`src/rtl/pifo_port_queue.sv`:
```
// Sorted-shift PIFO for one output port: ascending 13-bit key, FIFO on ties.
// Define PIFO_QUEUE_DROP_CNT_EN to enable the saturating drop counter.
module pifo_port_queue #(
  parameter int DEPTH        = 16,
  parameter int RESULT_WIDTH = 32,
  parameter int KEY_WIDTH    = 13
) (
  input  logic                      clk_dp,
  input  logic                      rst,
  input  logic                      in_valid,
  input  logic [RESULT_WIDTH-1:0]   in_data,
  output logic                      in_ready,
  input  logic                      deq_req,
  output logic                      out_valid,
  output logic [RESULT_WIDTH-1:0]   out_data,
  output logic [RESULT_WIDTH-1:0]   wire_out_last_pkt_info,
  output logic [$clog2(DEPTH):0]    count,
  output logic                      full,
  output logic                      empty,
  output logic [15:0]               drop_cnt
);
  localparam int CW = $clog2(DEPTH) + 1;
  localparam int IW = 12;

  logic [RESULT_WIDTH-1:0] ent_q [DEPTH];
  logic [RESULT_WIDTH-1:0] ent_d [DEPTH];
  logic [RESULT_WIDTH-1:0] post  [DEPTH];
  logic [CW-1:0] cnt_q, cnt_d, cnt_post;
  logic [DEPTH-1:0] le;
  logic out_valid_q, out_valid_d;
  logic [RESULT_WIDTH-1:0] out_data_q, out_data_d;
  logic enq_v, enq_ok, deq_ok;

  assign full     = (cnt_q == CW'(DEPTH));
  assign empty    = (cnt_q == '0);
  assign in_ready = ~full;
  assign count    = cnt_q;

  assign enq_v  = in_valid & in_data[RESULT_WIDTH-1];
  assign enq_ok = enq_v & ~full;
  assign deq_ok = deq_req & ~empty;

  // Insert position is found against the array after this cycle's pop.
  always_comb begin
    for (int i = 0; i < DEPTH-1; i++)
      post[i] = deq_ok ? ent_q[i+1] : ent_q[i];
    post[DEPTH-1] = deq_ok ? '0 : ent_q[DEPTH-1];
    cnt_post = cnt_q - CW'(deq_ok);
    for (int i = 0; i < DEPTH; i++)
      le[i] = (CW'(i) < cnt_post) &&
              (post[i][IW+KEY_WIDTH-1:IW] <=
               in_data[IW+KEY_WIDTH-1:IW]);
  end

  // le is a run of ones: keep those, drop new entry at the first zero.
  always_comb begin
    for (int i = 0; i < DEPTH; i++)
      ent_d[i] = post[i];
    if (enq_ok) begin
      if (!le[0])
        ent_d[0] = in_data;
      for (int i = 1; i < DEPTH; i++) begin
        if (!le[i])
          ent_d[i] = le[i-1] ? in_data : post[i-1];
      end
    end
    cnt_d       = cnt_post + CW'(enq_ok);
    out_valid_d = deq_ok;
    out_data_d  = deq_ok ? ent_q[0] : out_data_q;
  end

  always_ff @(posedge clk_dp or negedge rst) begin
    if (!rst) begin
      for (int i = 0; i < DEPTH; i++)
        ent_q[i] <= '0;
      cnt_q       <= '0;
      out_valid_q <= 1'b0;
      out_data_q  <= '0;
    end else begin
      for (int i = 0; i < DEPTH; i++)
        ent_q[i] <= ent_d[i];
      cnt_q       <= cnt_d;
      out_valid_q <= out_valid_d;
      out_data_q  <= out_data_d;
    end
  end

  assign out_valid              = out_valid_q;
  assign out_data               = out_data_q;
  assign wire_out_last_pkt_info = out_data_q;

`ifdef PIFO_QUEUE_DROP_CNT_EN
  logic [15:0] drop_q, drop_d;

  always_comb begin
    drop_d = drop_q;
    if (enq_v && full && drop_q != 16'hFFFF)
      drop_d = drop_q + 16'd1;
  end

  always_ff @(posedge clk_dp or negedge rst) begin
    if (!rst) drop_q <= '0;
    else      drop_q <= drop_d;
  end

  assign drop_cnt = drop_q;
`else
  assign drop_cnt = '0;
`endif

endmodule

```
`config.mk`:
```
export PLATFORM = sky130hd
export DESIGN_NAME = pifo_port_queue
export DESIGN_NICKNAME = d
export VERILOG_FILES = /design/src/rtl/pifo_port_queue.sv
export SDC_FILE = /design/constraint.sdc
export NUM_CORES = 2
export LEC_CHECK = 0
export CORE_MARGIN = 1
export CORE_UTILIZATION = 57
export CTS_CLUSTER_SIZE = 10
export DETAILED_ROUTE_END_ITERATION = 10
export PLACE_DENSITY_LB_ADDON = 0.2
export SLEW_MARGIN = 10
export SYNTH_ARGS = -nofsm -noshare
export SYNTH_HDL_FRONTEND = slang
export SYNTH_SLANG_ARGS = --single-unit
```
`constraint.sdc`:
```
create_clock -name clk_dp -period 4 [get_ports clk_dp]
set_clock_uncertainty 0.2 [all_clocks]
set_input_delay 0.4 -clock clk_dp [delete_from_list [all_inputs] [get_ports clk_dp]]
set_output_delay 0.4 -clock clk_dp [all_outputs]
set_load 0.01 [all_outputs]
```
==> results.cfg <==
[layout]
drive_gt1_share_pct = 19.3
syn_to_final_growth_pct = 23.4
final_cell_mix = 793 x nand2_1, 657 x mux2i_1, 550 x dfrtp_1, 376 x buf_4, 231 x a21oi_1
final_common_cell = nand2_1
antenna_cells = 0
nNetsFinal = 4650

[yosys]
ys_seq_elements = 550
synth_enable_flop_cells = 0
synth_cell_types = 79
syn_area_per_cell_um2 = 9.02
async_flop_share_pct = 100
syn_area_um2 = 36800
synth_seq_area_share_pct = 37.4
ys_warn_count = 0
syn_inst = 4083
ys.flop_type = dfrtp_1

[critical_path]
cp-startpoint = count[4]
worstRegToRegCells = 19
worstSetupStartpointType = flop
crit_path_end_kind = flop
cp-endpoint = ent_q[43]
reg2reg_to = ent_q[43]
critPathSlowestCell = or3_4
cp.required_ps = 4310
cp_cell_sequence = or3_4 -> nor3_4 -> or2b_4 -> buf_8 -> buf_12 -> inv_12 -> buf_4 -> nand2_1 -> nand2_1 -> ha_1 -> nand4_1 -> nor3_2 -> o21ai_1 -> o211ai_1 -> a21oi_4 -> buf_12 -> nand2b_4 -> clkbuf_16 -> o21a_1
r2r-start = count[4]
r2r_slack_ps = -110
critPathMaxFanout = 28
cp_data_arrival_time_ps = 4420
path_class = flop to flop
crit_path_max_incr_delay_ps = 420

[place]
place_congestion = 0.893
hpwl_um = 71000
pre_cts_slack_ps = -263
io_buffers = 108

[floorplan]
start_util_pct = 58.1
die_w_um = 256
dieHeight_um = 256
rows = 92
die_area_um2 = 65700
ios = 125
core_area_um2 = 63400

[sta]
fin_crit_sh_pct = 103
relSlewSlack_pct = 27.1
rsz0062_at_grt = true
fmax_mhz = 243
slew_viol_final = 0
finalSetupViolations = 163
min_period_ps = 4110
worst_pin_slew_ps = 1090
hold_viol = 0
setup_slack_ps = -110

[clock_tree]
clk_path_buf_depth = 3
insertion_delay_ps = 620
clkTransAtPathRegs_ps = 60
cts_buffers = 68
numClockSinks = 550
h-tree-depth = 3
root_buffer = clkbuf_16
cts_tree = done

[power_and_ir_drop]
ir_drop_uv = 469
total_power_uw = 40900
p_leak_uw = 0.0233
p_per_area_nw_per_um2 = 900

[grt]
grt_usage_pct = 31.3
use_met3_pct = 3.77
grt_busiest_layer = met2
grtUsageMet2_pct = 53.3
grt_pass1_vias = 31700
grt_max_degree = 143
grt_use_met1_pct = 41.1
grt_overflow = 0
grt_pass1_wl_um = 167000
grt_antenna_before_repair = 0

[hold_path]
holdCritPathClass = input pin to async pin

[run_status]
violations = negative setup slack
outcome = complete, but fails checks

[job]
max-cap-violations = 0

[detailed_routing]
detail_route.wl_per_cell_um = 20.7
drt_pass1_iterations = 5
num_vias = 32100
drt-initial-drc-count = 2669
via_per_inst = 6.09
finalWirelength_um = 109000
drc_errors = 0
final_antenna_net_count = 0
-- worst min path at each step --
stage,end,slack (ps),depth (start not counted)
final,ent_q[497],220,2
after detailed placement,out_data[28],260,2
after floorplan,count[0],-100,0
after CTS,out_data[27],270,2
after global routing,ent_q[497],300,2
after global placement,out_data[4],250,2
-- cell families (layout without fill, tap and decap cells) --
logic type | Yosys count | after routing | synth area share [%]
other | 1 | 16 | 0.0102
AO/OA/AOI/OAI | 920 | 920 | 15.3
flip-flops | 550 | 550 | 37.4
adder cells (fa/ha/maj) | 212 | 212 | 7.20
buffers and inverters | 456 | 785 | 5.98
AND/OR/NAND/NOR | 1196 | 1196 | 13.6
multiplexers | 741 | 741 | 20.5
XOR/XNOR | 7 | 7 | 0.166
-- timing repair --
item                                    CTS  global route
endpoints found under the setup margin  364           504
hold buffers                              1             0
cloned                                    6            18
resized for setup                        21           171
hold endpoints to repair                 77             0
pin swaps                                11            44
setup buffers                            16            25
-- layer usage --
layer,vias up,wire length [um]
met2,974,53300
met3,209,5730
met1,15900,46500
met4,0,3690
met5,-,0
li1,15000,-
-- Yosys cell counts, types with 80 or more instances --
master	instances	area [um^2]
nand2_1	814	3060
mux2i_1	672	6730
dfrtp_1	550	13800
o21ai_0	274	1370
a21oi_1	251	1260
ha_1	212	2650
clkbuf_1	163	612
nor2_1	145	544
buf_2	121	606
a21o_1	117	878
nand3_1	88	440
o21a_1	80	601
-- area by class of cell --
class / count / area (um^2)
clock buffers: 86 / 1850
clock inverters: 9 / 144
repair buffers: 609 / 6350
flip-flops and latches: 550 / 13800
repair inverters: 2 / 32.5
inverters: 79 / 315
multi-input cells: 3092 / 22000
fillers: 4719 / 17900
well taps: 846 / 1060
-- registers in the layout, summed over array words and instances, names as in the netlist --
signal and cells:
out_data 32, ent_q 512, out_valid 1, count 5
-- stage by stage --
stage	hold slack, ps	instances	TNS, ps	utilization [%]	area [um^2]
floorplan	-95.6	4098	-52060	-	37900
global placement	253	5112	-17100	65.6	41600
detailed placement	255	5112	-27260	65.6	41600
CTS	271	5230	-293	69.4	44000
global route	300	5273	-58750	71.7	45500
finish	216	5273	-6250	71.7	45500
-- worst max-delay path: cells and delay by family, from the launching register on --
kind | cells | cell delay, ps
simple gates | 8 | 1500
buf+inv | 6 | 890
compound gates | 4 | 680
flops | 1 | 370
fa+ha+maj | 1 | 340
-- power by group --
part | total, uW | internal [uW] | switching, uW
Combinational | 25400 | 12300 | 13100
Sequential | 9710 | 8170 | 1540
Clock | 5800 | 3320 | 2470
Total | 40900 | 23800 | 17100
Note: power is estimated with default switching activity, not from simulation.
